===== config.mk =====
export PLATFORM = sky130hd
export DESIGN_NAME = dual_slope_sequencer
export DESIGN_NICKNAME = d
export VERILOG_FILES = /design/src/rtl/dual_slope_sequencer.sv
export SDC_FILE = /design/constraint.sdc
export NUM_CORES = 1
export LEC_CHECK = 0
export CORE_UTILIZATION = 23
export CTS_CLUSTER_DIAMETER = 50
export DETAILED_ROUTE_END_ITERATION = 6
export GPL_ROUTABILITY_DRIVEN = 0
export SYNTH_ARGS = -nofsm -noshare
export SYNTH_HDL_FRONTEND = slang
export SYNTH_SLANG_ARGS = --single-unit

===== constraint.sdc =====
create_clock -name CP0 -period 2.4 [get_ports CP0]
set_input_delay 0.6 -clock CP0 [delete_from_list [all_inputs] [get_ports CP0]]
set_output_delay 0.6 -clock CP0 [all_outputs]
set_load 0.005 [all_outputs]

===== src/rtl/dual_slope_sequencer.sv =====
// Conversion-cycle controller for a dual-slope ADC:
// auto-zero, signal integrate, reference de-integrate, latch.
module dual_slope_sequencer #(
  parameter int W         = 12,
  parameter int AZ_CNT    = 4000,
  parameter int INT_CNT   = 4000,
  parameter int DEINT_MAX = 4000,
  parameter int FS_CNT    = 1999,
  parameter int UR_CNT    = 180
) (
  input  logic         CP0,
  input  logic         R_clock,
  input  logic         D,
  input  logic         POL_IN,
  input  logic         DU,
  output logic         AZ,
  output logic         INT_EN,
  output logic         DEINT_EN,
  output logic [W-1:0] RESULT,
  output logic         POL,
  output logic         OVR,
  output logic         UNR,
  output logic         EOC
);

  typedef enum logic [1:0] {
    S_AZ,
    S_INT,
    S_DEINT,
    S_LATCH
  } state_t;

  localparam logic [W-1:0] AZ_LAST  = W'(AZ_CNT - 1);
  localparam logic [W-1:0] INT_LAST = W'(INT_CNT - 1);
  localparam logic [W-1:0] DM_LAST  = W'(DEINT_MAX - 1);
  localparam logic [W-1:0] FS_V     = W'(FS_CNT);
  localparam logic [W-1:0] UR_V     = W'(UR_CNT);

  state_t       state;
  logic [W-1:0] cnt;
  logic         pol_tmp;
  logic         timeout;

  always_ff @(posedge CP0 or posedge R_clock) begin
    if (R_clock) begin
      state    <= S_AZ;
      cnt      <= '0;
      pol_tmp  <= 1'b0;
      timeout  <= 1'b0;
      AZ       <= 1'b1;
      INT_EN   <= 1'b0;
      DEINT_EN <= 1'b0;
      EOC      <= 1'b0;
      RESULT   <= '0;
      POL      <= 1'b0;
      OVR      <= 1'b0;
      UNR      <= 1'b0;
    end else begin
      unique case (state)
        S_AZ: begin
          if (cnt == AZ_LAST) begin
            state  <= S_INT;
            cnt    <= '0;
            AZ     <= 1'b0;
            INT_EN <= 1'b1;
          end else begin
            cnt <= cnt + 1'b1;
          end
        end
        S_INT: begin
          if (cnt == INT_LAST) begin
            pol_tmp  <= POL_IN;
            state    <= S_DEINT;
            cnt      <= '0;
            INT_EN   <= 1'b0;
            DEINT_EN <= 1'b1;
          end else begin
            cnt <= cnt + 1'b1;
          end
        end
        S_DEINT: begin
          // cnt stays frozen through S_LATCH as the conversion count
          if (!D) begin
            state    <= S_LATCH;
            timeout  <= 1'b0;
            DEINT_EN <= 1'b0;
            EOC      <= 1'b1;
          end else if (cnt == DM_LAST) begin
            state    <= S_LATCH;
            cnt      <= cnt + 1'b1;
            timeout  <= 1'b1;
            DEINT_EN <= 1'b0;
            EOC      <= 1'b1;
          end else begin
            cnt <= cnt + 1'b1;
          end
        end
        S_LATCH: begin
          if (DU) begin
            RESULT <= cnt;
            POL    <= pol_tmp;
            OVR    <= (cnt > FS_V) | timeout;
            UNR    <= (cnt < UR_V);
          end
          state <= S_AZ;
          cnt   <= '0;
          EOC   <= 1'b0;
          AZ    <= 1'b1;
        end
        default: begin
          state <= S_AZ;
          cnt   <= '0;
          AZ    <= 1'b1;
        end
      endcase
    end
  end

endmodule


# --- Yosys cells after proc, flatten, opt, wreduce, memory -nomap -nowiden ---
# Cells that the tools add are included.
totals:
  regBits: 35
  inputBits: 5
  output_inout_bits: 19
  wordCells: 56
op_classes:
  add_sub_neg: 1
  order_cmp: 2
  n_eq_ne: 9
  muxes: 17
  bitwise: 1
  n_reduce_logical: 14
op_table:
  columns: ["operator", "count"]
  rows:
  - ["12-bit one-hot mux with 3 select lines", 1]
  - ["12-bit two-way mux", 2]
  - ["12-bit by 1-bit adder with 12-bit output, second input constant", 1]
  - ["12-bit equality test, second input constant", 1]
  - ["12-bit by 11-bit greater-than comparator with 1-bit output, second input constant", 1]
  - ["12-bit by 8-bit less-than comparator with 1-bit output, second input constant", 1]
  - ["2-bit AND reduction", 5]
  - ["3-bit AND reduction", 3]
  - ["2-bit two-way mux", 4]
  - ["1-bit one-hot mux with 2 select lines", 4]
  - ["2-bit one-hot mux with 4 select lines", 1]
  - ["2-bit nonzero test", 4]
  - ["2-bit != test, second input constant", 3]
  - ["1-bit two-way mux", 5]
  - ["2-bit equality test, second input constant", 2]
  - ["3-bit != test, second input constant", 1]
  - ["2-bit by 1-bit equality test with 1-bit output, second input constant", 1]
  - ["2-bit zero test", 1]
  - ["2-bit by 1-bit != test with 1-bit output, second input constant", 1]
  - ["2-bit OR reduction", 1]
  - ["1-bit bitwise OR", 1]

# --- Logic depth before layout (Yosys ltp) ---
depth:
  ltp_word: 4
  depth_mapped: 7
  ltp_nobuf: 6

# --- Worst setup path before layout ---
# OpenSTA, ideal clock, no wires.
synth_path:
  kind: "register to register"
  startpoint: "register state[0]"
  endpoint: "register state[1]"
  setup_ns: 0.128
  t_arrival_ns: 1.509
  t_required_ns: 2.272
  path_slack_ns: 0.764
  path_stages_with_launch: 7
  n_path_buf: 1
  synth_period_minus_slack_ns: 1.636
  path_cell_list: "dfrtp_1 -> inv_1 -> ha_1 -> clkbuf_1 -> a211oi_1 -> nor2_1 -> mux2_1"
synth_via:
  elab_chain_cells: 3
  word_cells_on_any_way: 9
  cone_classes: "eq/ne (6); mux (1); reduce/logical (2)"
synth_rtl:
  columns: ["item", "line", "rtl"]
  rows:
  - ["from (decl)", "39", "state_t state;"]
  - ["from (signal assigned)", "46", "state <= S_AZ;"]
  - ["from (signal assigned)", "62", "state <= S_INT;"]
  - ["from (signal assigned)", "73", "state <= S_DEINT;"]
  - ["2-bit equality test, or another cell as far along", "59", "unique case (state)"]
  - ["3-bit != test (no line) / 2-bit != test (equally long branches)", null, null]
  - ["3-bit AND reduction (no line)", null, null]
# Parallel ways exist; a longest one is shown, timed or not.
# A chain may end at the register's enable or synchronous reset.

# --- Worst setup path after layout ---
layout_path:
  startpoint: "input port D"
  endpoint: "register cnt[11]"
layout_via:
  elab_chain_cells: 1
layout_rtl:
  columns: ["item", "line", "rtl"]
  rows:
  - ["from (decl)", "13", "input logic D,"]
  - ["2-bit != test (no line)", null, null]
  - ["to (signal assigned)", "67", "cnt <= cnt + 1'b1;"]
  - ["to (signal assigned)", "78", "cnt <= cnt + 1'b1;"]
  - ["to (signal assigned)", "90", "cnt <= cnt + 1'b1;"]
  - ["to (decl)", "40", "logic [W-1:0] cnt;"]
# Every way passes these cells.

==> flow_summary_export.csv <==
group,metric,value,unit
floorplanning,core,7330,um2
timing,period_needed,1.94,ns
detailed_routing,vias,1200,
placement,dp_hpwl,2.37,mm
detailed_routing,routed_wl,3.41,mm
clock_network,cts_tree,"done",
clock_network,cts_hold_buf,0,
cells_and_area,layout.nets,188,
cells_and_area,area_growth,21.8,%
power_and_ir_drop,p_int,0.000803,W
global_route,grt_max_degree,36,
synth,ys_async_sr_fraction,100,%
critical_path,crit_fanout,7,
power_and_ir_drop,sequentialPowerShare,57.8,%
timing,rsz0062_at_grt,"false",
cells_and_area,drive_gt1_share,20.8,%
critical_path,critPathCapture,"cnt[11]$_DFFE_PP0P_",
synth,synth-main-ff-cell,"dfrtp_1",
critical_path,r2r_end,"cnt[11]$_DFFE_PP0P_",
hold_path,min_path_cells,2,
clock_network,numCtsBuffers,5,
clock_network,clk_pin_slew,0.07,ns
detailed_routing,first_iter_violations,57,
hold_path,hp-start,"UNR$_DFFE_PP0P_",
power_and_ir_drop,switchingPower,0.000220,W
cells_and_area,finalNonFillerCells,277,
synth,yosysTopAreaCell,"dfrtp_1",
synth,netlist_area,1770,um2
detailed_routing,viasPerCell,4.33,
flow_run,cap_violations,0,
floorplanning,dieWidth,89.7,um
timing,setup_tns,0,ns
power_and_ir_drop,power_frac_clock,39.9,%
placement,placed_cell_area,2070,um2
cells_and_area,final_util,29.4,%
synth,synth_edf_count,0,
critical_path,startpoint,"D",
clock_network,cts_setup_buffers,0,
floorplanning,fp.dieH,89.7,um
power_and_ir_drop,worst_ir_drop_vdd,0.225,mV
synth,seq_area_frac_synth,49.5,%
cells_and_area,layout_common_cells,"dfrtp_1, clkdlybuf4s50_1, mux2_2, nor2_1, a21oi_1",
power_and_ir_drop,p_leak,0.908,nW
floorplanning,pin_count,24,
clock_network,clock_path_buffers,2,
synth,syn-num-nets,162,
synth,yosys.area.top_type_share,48.1,%
cells_and_area,diodes,0,
detailed_routing,dr.pass1.iters,4,
critical_path,start_kind,"input pin",
timing,setup-violations-final,0,
global_route,antenna_found_initial,0,
cells_and_area,final_common_cell,"dfrtp_1",
critical_path,r2r-start,"state[0]$_DFFE_PP0P_",
hold_path,hp-class,"flop to flop",
global_route,grt_util_all_layers,9.08,%
floorplanning,fp.dieArea,8050,um2
timing,worstMarginPinSlew,0.460,ns
critical_path,reg2reg_slack,0.60,ns
critical_path,cp_slowest_cell,"clkdlybuf4s50_1",
floorplanning,num_rows,31,
clock_network,numClockSinks,35,
power_and_ir_drop,combPwrFrac,2.4,%
critical_path,cp.required,2.61,ns
critical_path,critPathCaptureType,"flop",
detailed_routing,wl_per_cell,12.3,um
placement,placed_cells,269,
timing,skew,0.00706,ns
critical_path,crit_arrival,2.16,ns
clock_network,clk_latency,0.29,ns
floorplanning,initial_core_util,24.2,%
power_and_ir_drop,power.density,475,nW/um2
power_and_ir_drop,p_sw_share,21.5,%
clock_network,cts_resized,0,
timing,maxSlewHeadroom,69.3,%
run_status,outcome,"finished, final reports clean",
timing,min_period_over_period,80.9,%
synth,yosysWarnings,0,
synth,ys_top_cells_by_area,"dfrtp_1, mux2_2, ha_1",
detailed_routing,drc,0,
cells_and_area,fillCellCount,758,
critical_path,cp_slowest_stage_delay,0.64,ns
synth,synth-seq-cells,35,
critical_path,path_cells,"clkdlybuf4s50_1 > nand2b_1 > nand4_4 > or4_4 > a21oi_2",
synth,synth.distinct_cells,45,
timing,whs,0.479,ns
global_route,grt_overflow,0,
global_route,grt_pass1_wl,5.82,mm
clock_network,cts-root-buf,"clkbuf_8",
critical_path,reg2regPathDepth,6,
detailed_routing,ant_nets,0,
critical_path,criticalPathCategory,"input pin to flop",
timing,fmaxAchievable,515,MHz
timing,hold_viol_final,0,
placement,port_buffers,23,
global_route,grt_pass1_vias,1186,
cells_and_area,final_area,2160,um2
clock_network,cts_htree_levels,2,
timing,slew_viol_final,0,
synth,syn_area_per_cell,11.7,um2
synth,syn_inst,151,
[synthesized netlist by cell type, types with 2 or more instances]
cell,count
a211oi_1,2
a21oi_1,8
buf_2,3
buf_6,2
dfrtp_1,34
ha_1,6
inv_1,5
mux2_2,13
mux2i_1,2
nand2_1,7
nand3_1,3
nand4_1,5
nor2_1,13
nor3_1,4
nor4_1,2
o21ai_0,5
o31ai_1,3
xnor2_1,4
xor2_1,4
[flip-flops by register name (all words and copies together) (netlist names)]
register  cells
RESULT       12
cnt          12
state         2
AZ            1
DEINT_EN      1
EOC           1
INT_EN        1
OVR           1
POL           1
UNR           1
pol_tmp       1
timeout       1
[metal layers]
layer | share of wire (%) | track usage [%] | vias up | wire [um]
li1 | - | - | 587 | -
met1 | 50 | 11.8 | 582 | 1690
met2 | 44 | 13.9 | 24 | 1490
met3 | 5.0 | 3.13 | 7 | 171
met4 | 1.5 | 3.28 | 0 | 51
met5 | 0 | 0 | - | 0
[worst min path at each step]
stage / end / slack, ns
2_1_floorplan: timeout$_DFFE_PP0P_ / 0.46
3_3_place_gp: UNR$_DFFE_PP0P_ / 0.46
3_5_place_dp: UNR$_DFFE_PP0P_ / 0.48
4_1_cts: UNR$_DFFE_PP0P_ / 0.49
5_1_grt: UNR$_DFFE_PP0P_ / 0.51
6_report: UNR$_DFFE_PP0P_ / 0.48
[area by class of cell]
class / count / area, um2 / share of cell area [%]
Clock buffer: 7 / 76.3 / 3.54
Clock inverter: 1 / 5.00 / 0.232
Inverter: 5 / 18.8 / 0.871
Multi-Input combinational cell: 102 / 787 / 36.5
Sequential cell: 35 / 877 / 40.7
Tap cell: 99 / 124 / 5.75
Timing Repair Buffer: 28 / 268 / 12.4
[worst max-delay path, delay by kind of cell]
kind	cells	cell delay (ns)
compound gates	1	0.14
buf+inv	1	0.64
simple gates	3	0.78
[power by group through the flow]
stage                     clock network (W)   logic, W  registers [W]
final                              0.000408  0.0000242       0.000591
after global routing               0.000456  0.0000281       0.000590
after CTS                          0.000423  0.0000254       0.000591
after detailed placement                  0  0.0000253       0.000602
after global placement                    0  0.0000252       0.000602
after floorplan                           0  0.0000117       0.000602
[kinds of logic (layout without fill, tap and decap cells)]
family	Yosys count	count (layout)	synth area share, %
and+or+nand+nor	45	45	15.8
DFF	35	35	49.5
AOI/OAI and AO/OA	26	26	9.54
muxes	17	17	10.9
buffers and inverters	14	41	6.01
xor gates and xnor gates	8	8	3.96
adders and majority gates	6	6	4.24
[through the flow]
stage	setup WS, ns	total power (W)
after floorplan	0.764	0.000614
after global placement	0.190	0.000627
after detailed placement	0.178	0.000627
after global routing	0.383	0.00107
after CTS	0.459	0.00104
final	0.458	0.00102
Power figures use the tool's default switching activity.
